[src/rtl/mul_div_unit_if.sv]
// rtl/mul_div_unit_if.sv - request/response/kill bundle between execute stage and mul_div_unit
interface mul_div_unit_if #(
  parameter int XLEN  = 32,
  parameter int TAG_W = 5
);
  logic             req_valid;
  logic             req_ready;
  logic [3:0]       req_fn;
  logic [XLEN-1:0]  req_in1;
  logic [XLEN-1:0]  req_in2;
  logic [TAG_W-1:0] req_tag;
  logic             kill;
  logic             resp_valid;
  logic             resp_ready;
  logic [XLEN-1:0]  resp_data;
  logic [TAG_W-1:0] resp_tag;
  logic             busy;

  modport master (
    output req_valid, req_fn, req_in1, req_in2, req_tag, kill, resp_ready,
    input  req_ready, resp_valid, resp_data, resp_tag, busy
  );

  modport slave (
    input  req_valid, req_fn, req_in1, req_in2, req_tag, kill, resp_ready,
    output req_ready, resp_valid, resp_data, resp_tag, busy
  );
endinterface

[src/rtl/mul_div_unit.sv]
// rtl/mul_div_unit.sv - iterative radix-2 RV32M multiply/divide unit
// Works on operand magnitudes; signs are reapplied in the single FIX cycle.
module mul_div_unit #(
  parameter int XLEN  = 32,
  parameter int TAG_W = 5
) (
  input  logic           clock,
  input  logic           reset_n,
  mul_div_unit_if.slave  io
);
  localparam int CW = $clog2(XLEN);

  typedef enum logic [1:0] {IDLE, ITER, FIX, DONE} state_e;

  state_e            state_q, state_d;
  logic [CW-1:0]     cnt_q, cnt_d;
  logic [3:0]        fn_q, fn_d;
  logic [TAG_W-1:0]  tag_q, tag_d;
  logic              neg1_q, neg1_d;
  logic              neg2_q, neg2_d;
  logic [XLEN-1:0]   b_q, b_d;
  logic [XLEN-1:0]   lo_q, lo_d;
  logic [XLEN-1:0]   acc_q, acc_d;
  logic [XLEN-1:0]   res_q, res_d;

  logic              sgn1, sgn2, req_neg1, req_neg2;
  logic [XLEN-1:0]   mag1, mag2;
  logic [XLEN:0]     mul_sum;
  logic [XLEN:0]     div_shift;
  logic              div_ge;
  logic [XLEN-1:0]   div_diff;
  logic [2*XLEN-1:0] prod, prod_fix;
  logic [XLEN-1:0]   quo_fix, rem_fix;

  always_ff @(posedge clock) begin
    if (!reset_n) state_q <= IDLE;
    else          state_q <= state_d;
  end

  always_comb begin
    state_d = state_q;
    unique case (state_q)
      IDLE: if (io.req_valid) state_d = ITER;
      ITER: if (cnt_q == CW'(XLEN-1)) state_d = FIX;
      FIX:  state_d = DONE;
      DONE: if (io.resp_ready) state_d = IDLE;
      default: state_d = IDLE;
    endcase
    // Kill only aborts work in flight; an IDLE request still goes through.
    if (io.kill && state_q != IDLE) state_d = IDLE;
  end

  always_comb begin
    io.req_ready  = (state_q == IDLE);
    io.resp_valid = (state_q == DONE);
    io.busy       = (state_q != IDLE);
    io.resp_data  = res_q;
    io.resp_tag   = tag_q;
  end

  always_comb begin
    sgn1     = (io.req_fn == 4'd1) || (io.req_fn == 4'd2) || (io.req_fn == 4'd4) || (io.req_fn == 4'd6);
    sgn2     = (io.req_fn == 4'd1) || (io.req_fn == 4'd4) || (io.req_fn == 4'd6);
    req_neg1 = sgn1 && io.req_in1[XLEN-1];
    req_neg2 = sgn2 && io.req_in2[XLEN-1];
    mag1     = req_neg1 ? -io.req_in1 : io.req_in1;
    mag2     = req_neg2 ? -io.req_in2 : io.req_in2;

    mul_sum   = {1'b0, acc_q} + (lo_q[0] ? {1'b0, b_q} : '0);
    div_shift = {acc_q, lo_q[XLEN-1]};
    div_ge    = div_shift >= {1'b0, b_q};
    div_diff  = div_shift[XLEN-1:0] - b_q;

    prod     = {acc_q, lo_q};
    prod_fix = (neg1_q ^ neg2_q) ? -prod : prod;
    quo_fix  = ((neg1_q ^ neg2_q) && b_q != '0) ? -lo_q : lo_q;
    rem_fix  = neg1_q ? -acc_q : acc_q;
  end

  always_comb begin
    cnt_d  = cnt_q;
    fn_d   = fn_q;
    tag_d  = tag_q;
    neg1_d = neg1_q;
    neg2_d = neg2_q;
    b_d    = b_q;
    lo_d   = lo_q;
    acc_d  = acc_q;
    res_d  = res_q;
    unique case (state_q)
      IDLE: begin
        if (io.req_valid) begin
          cnt_d  = '0;
          fn_d   = io.req_fn;
          tag_d  = io.req_tag;
          neg1_d = req_neg1;
          neg2_d = req_neg2;
          lo_d   = mag1;
          b_d    = mag2;
          acc_d  = '0;
        end
      end
      ITER: begin
        cnt_d = cnt_q + CW'(1);
        if (fn_q[3:2] == 2'b01) begin
          // Restoring divide: quotient bits shift into lo as dividend bits leave.
          acc_d = div_ge ? div_diff : div_shift[XLEN-1:0];
          lo_d  = {lo_q[XLEN-2:0], div_ge};
        end else begin
          acc_d = mul_sum[XLEN:1];
          lo_d  = {mul_sum[0], lo_q[XLEN-1:1]};
        end
      end
      FIX: begin
        unique case (fn_q)
          4'd0:                res_d = prod_fix[XLEN-1:0];
          4'd1, 4'd2, 4'd3:    res_d = prod_fix[2*XLEN-1:XLEN];
          4'd4, 4'd5:          res_d = quo_fix;
          4'd6, 4'd7:          res_d = rem_fix;
          default:             res_d = '0;
        endcase
      end
      default: ;
    endcase
  end

  always_ff @(posedge clock) begin
    if (!reset_n) begin
      cnt_q  <= '0;
      fn_q   <= '0;
      tag_q  <= '0;
      neg1_q <= 1'b0;
      neg2_q <= 1'b0;
      b_q    <= '0;
      lo_q   <= '0;
      acc_q  <= '0;
      res_q  <= '0;
    end else begin
      cnt_q  <= cnt_d;
      fn_q   <= fn_d;
      tag_q  <= tag_d;
      neg1_q <= neg1_d;
      neg2_q <= neg2_d;
      b_q    <= b_d;
      lo_q   <= lo_d;
      acc_q  <= acc_d;
      res_q  <= res_d;
    end
  end
endmodule

[src/flat_wrapper.sv]
// flat-port wrapper written by rule: the top's interface ports become plain ports
module mul_div_unit_flat 
#(
  parameter int XLEN  = 32,
  parameter int TAG_W = 5
)
  (clock, reset_n, io_req_valid, io_req_fn, io_req_in1, io_req_in2, io_req_tag, io_kill, io_resp_ready, io_req_ready, io_resp_valid, io_resp_data, io_resp_tag, io_busy);
  mul_div_unit_if #(.XLEN(XLEN), .TAG_W(TAG_W)) io_i ();
  input  logic clock;
  input  logic reset_n;
  input wire logic [$bits(io_i.req_valid)-1:0] io_req_valid;
  input wire logic [$bits(io_i.req_fn)-1:0] io_req_fn;
  input wire logic [$bits(io_i.req_in1)-1:0] io_req_in1;
  input wire logic [$bits(io_i.req_in2)-1:0] io_req_in2;
  input wire logic [$bits(io_i.req_tag)-1:0] io_req_tag;
  input wire logic [$bits(io_i.kill)-1:0] io_kill;
  input wire logic [$bits(io_i.resp_ready)-1:0] io_resp_ready;
  output wire logic [$bits(io_i.req_ready)-1:0] io_req_ready;
  output wire logic [$bits(io_i.resp_valid)-1:0] io_resp_valid;
  output wire logic [$bits(io_i.resp_data)-1:0] io_resp_data;
  output wire logic [$bits(io_i.resp_tag)-1:0] io_resp_tag;
  output wire logic [$bits(io_i.busy)-1:0] io_busy;
  assign io_i.req_valid = io_req_valid;
  assign io_i.req_fn = io_req_fn;
  assign io_i.req_in1 = io_req_in1;
  assign io_i.req_in2 = io_req_in2;
  assign io_i.req_tag = io_req_tag;
  assign io_i.kill = io_kill;
  assign io_i.resp_ready = io_resp_ready;
  assign io_req_ready = io_i.req_ready;
  assign io_resp_valid = io_i.resp_valid;
  assign io_resp_data = io_i.resp_data;
  assign io_resp_tag = io_i.resp_tag;
  assign io_busy = io_i.busy;
  mul_div_unit #(.XLEN(XLEN), .TAG_W(TAG_W)) u_core (.clock(clock), .reset_n(reset_n), .io(io_i));
endmodule
[config.mk]
export PLATFORM = sky130hd
export DESIGN_NAME = mul_div_unit_flat
export DESIGN_NICKNAME = d
export VERILOG_FILES = /design/src/rtl/mul_div_unit_if.sv /design/src/rtl/mul_div_unit.sv /design/src/flat_wrapper.sv
export SDC_FILE = /design/constraint.sdc
export NUM_CORES = 1
export LEC_CHECK = 0
export CELL_PAD_IN_SITES_DETAIL_PLACEMENT = 0
export CELL_PAD_IN_SITES_GLOBAL_PLACEMENT = 1
export CORE_MARGIN = 4
export CORE_UTILIZATION = 44
export DETAILED_ROUTE_END_ITERATION = 7
export GPL_ROUTABILITY_DRIVEN = 1
export PLACE_DENSITY = 0.86
export SYNTH_ARGS = -nofsm -noshare
export SYNTH_HDL_FRONTEND = slang
export SYNTH_SLANG_ARGS = --single-unit
[constraint.sdc]
create_clock -name clock -period 4.45 [get_ports clock]
set_input_delay 0.89 -clock clock [delete_from_list [all_inputs] [get_ports clock]]
set_output_delay 0.89 -clock clock [all_outputs]
set_load 0.01 [all_outputs]
==> flow_metrics.env <==
export IMPL_cts_htree_levels=4
export IMPL_dieArea_mm2=0.0346
export IMPL_synthSimpleGateAreaFrac_pct=23.7
export IMPL_synthFlopType="dfxtp_1"
export IMPL_synth_adder_area_share_pct=6.93
export IMPL_slew_headroom_pct=13.7
export IMPL_leakage_nw=6.30
export IMPL_syn_nets=2150
export IMPL_finalMaxSlewViolations=0
export IMPL_grt_pass1_vias=14100
export IMPL_synth_seq_cells=146
export IMPL_gp_congestion=0.995
export IMPL_synthXorXnorAreaFrac_pct=11.5
export IMPL_wl_mm=52.4
export IMPL_viasPerCell=6.36
export IMPL_firstDrtPassIters=7
export IMPL_clkTransAtPathRegs_ns=0.07
export IMPL_async_flop_share_pct=0
export IMPL_die_x_um=186
export IMPL_wl_per_cell_um=21.5
export IMPL_worst_setup_path_end_kind="register"
export IMPL_seq_area_mm2=0.00292
export IMPL_required_ns=4.78
export IMPL_drtIter0Drc=1620
export IMPL_setup_tns_ns=0
export IMPL_drc=0
export IMPL_fp_coreArea_mm2=0.0309
export IMPL_setup_viol=0
export IMPL_num_io_pins=118
export IMPL_nets=2180
export IMPL_place_inst=2403
export IMPL_grt_usage_pct=29.6
export IMPL_fmax_mhz=258
export IMPL_drive_gt1_share_pct=5.11
export IMPL_post_cts_resized=0
export IMPL_hp_class="reg2reg"
export IMPL_drv_cap=0
export IMPL_r2r_setup_slack_ns=0.57
export IMPL_cts_sinks=146
export IMPL_hold_ws_ns=0.446
export IMPL_synth_edf_count=0
export IMPL_syn_area_mm2=0.0139
export IMPL_num_antenna_cells=0
export IMPL_clock_latency_ns=0.45
export IMPL_outcome="completed"
export IMPL_crit_fanout=15
export IMPL_wl_met3_mm=4.92
export IMPL_final_antenna_net_count=0
export IMPL_synth_cell_types=77
export IMPL_cts_buffers=17
export IMPL_dp_hpwl_mm=40.5
export IMPL_hold_buffers=0
export IMPL_via_count=15500
export IMPL_met1_length_mm=22.8
export IMPL_area_delta_synth_final_pct=14.9
export IMPL_synth_top_family_by_area="compound AO/OA/AOI/OAI gates"
export IMPL_power_mw=7.93
export IMPL_grt_max_degree=68
export IMPL_tightest_slew_ns=1.29
export IMPL_irDropWorstVdd_v=0.000440
export IMPL_cp_arrival_ns=4.22
export IMPL_fillCellCount=3100
export IMPL_rsz0062_at_grt="false"
export IMPL_synth_compound_area_share_pct=29.5
export IMPL_multiInputGateArea_mm2=0.0102
export IMPL_skew_ns=0.0158
export IMPL_power_density_mw_per_mm2=495
export IMPL_crit_type="reg2reg"
export IMPL_design_area_mm2=0.0160
export IMPL_antenna_found_initial=1
export IMPL_grt_pass1_wl_mm=80.7
export IMPL_cts_setup_buffers=0
export IMPL_placementRows=64
export IMPL_root_buffer="clkbuf_16"
export IMPL_routed_top_layer="met5"
export IMPL_yosysWarningCount=0
export IMPL_route_met2_wl_mm=22.2
export IMPL_syn_inst=1996
export IMPL_tritoncts="yes"
export IMPL_period_needed_ns=3.88
export IMPL_final_instance_count_excl_fill=2433
export IMPL_clk_path_buf_depth=2
export IMPL_synthMuxAreaShare_pct=1.45
export IMPL_avgSynthCellArea_um2=6.99
export IMPL_start_kind="register"
export IMPL_die_h_um=186
export IMPL_hold_violations=0
export IMPL_grt_overflow=0
export IMPL_period_share_pct=87.2
export IMPL_portBuffers=117
export IMPL_placedInstanceArea_mm2=0.0154
export IMPL_start_util_pct=45.1
export IMPL_synth_seq_area_share_pct=21.0
==> flip-flops by register name, indices dropped and copies added, names as in the netlist, 2 cells and up <==
register             count
u_core.io.resp_data     32
u_core.lo_q             32
u_core.io.resp_tag       5
u_core.fn_q              4
u_core.b_q              32
u_core.acc_q            32
u_core.state_q           2
u_core.cnt_q             5
==> final timing paths <==
kind	start	to	cells after the start
setup reg to reg	u_core.lo_q[0]	u_core.acc_q[30]	12
setup / recovery	u_core.lo_q[0]	u_core.acc_q[30]	12
hold / removal	u_core.io.resp_data[30]	u_core.io.resp_data[30]	2
hold reg to reg	u_core.io.resp_data[30]	u_core.io.resp_data[30]	2
==> kinds of logic (layout without fill, tap and decap cells) <==
logic type	after synthesis	in the layout
AOI/OAI and AO/OA	643	643
buffers and inverters	217	258
muxes	20	20
and+or+nand+nor	711	711
xor gates and xnor gates	183	183
adders and majority gates	76	76
DFF	146	146
==> metrics by stage <==
stage	worst slack [ns]	utilization (%)
final	0.568	51.9
after global placement	0.579	49.9
after floorplan	1.12	-
after detailed placement	0.627	49.9
after global routing	0.389	51.9
after CTS	0.696	51.9
==> cell usage after synthesis (14+ instances only) <==
master,instances,area share (%)
a221oi_1,14,0.88
o31ai_1,21,1.1
mux2i_1,18,1.3
dfxtp_1,146,21
clkbuf_1,131,3.5
inv_1,68,1.8
xor2_1,107,6.7
and3_1,16,0.72
nand3_1,51,1.8
or3_1,18,0.81
nand2_1,254,6.8
nand4_1,16,0.72
or4_1,15,0.81
o221ai_1,16,1.0
nor3_1,41,1.5
a31oi_1,29,1.3
a22oi_1,24,1.3
a21oi_1,177,6.4
nor4_1,35,1.6
a211oi_1,41,2.2
nand2b_1,16,0.72
o21ai_0,136,4.9
ha_1,74,6.6
xnor2_1,76,4.8
o211ai_1,50,2.7
a21o_1,34,1.8
nor2_1,194,5.2
==> layout make-up <==
| type | count | area share, % |
|---|---|---|
| well taps | 396 | 3.09 |
| inverters | 69 | 1.62 |
| clock inverters | 12 | 1.15 |
| repair buffers | 159 | 9.35 |
| flip-flops and latches | 146 | 18.2 |
| multi-input cells | 1633 | 63.9 |
| clock buffers | 18 | 2.68 |
==> per-layer routing <==
metal | vias to the layer above | global-route usage, %
met5 | - | 0
met4 | 2 | 12.6
met3 | 128 | 4.92
met2 | 796 | 44.4
met1 | 7246 | 42.0
li1 | 7310 | -
==> cells in the final DEF (no fill, tap or decap), types with 41 or more instances in the layout <==
cell type	count
inv_1	68
clkdlybuf4s50_1	117
xnor2_1	75
nor2_1	193
dfxtp_1	146
buf_4	41
ha_1	73
a211oi_1	41
nand2_1	254
xor2_1	106
o21ai_0	135
o211ai_1	50
a21oi_1	176
nand3_1	51
==> power breakdown <==
part	leakage (nW)	internal [mW]	switching (mW)	total [mW]
Clock	0.281	0.935	0.629	1.56
Sequential	1.19	1.57	0.472	2.04
Combinational	4.83	1.55	2.77	4.32
Total	6.30	4.05	3.87	7.93
==> worst max-delay path: stages (launching register included) <==
cell	delay [ns]
dfxtp_1	0.31
inv_1	0.49
nor2_1	0.13
ha_1	0.40
nand2_1	0.10
or2_2	0.34
a211o_1	0.29
a311oi_1	0.47
nand4_1	0.17
o2bb2ai_1	0.23
o31ai_1	0.37
xor2_1	0.12
a221o_1	0.34
Note: power is estimated with default switching activity, not from simulation.
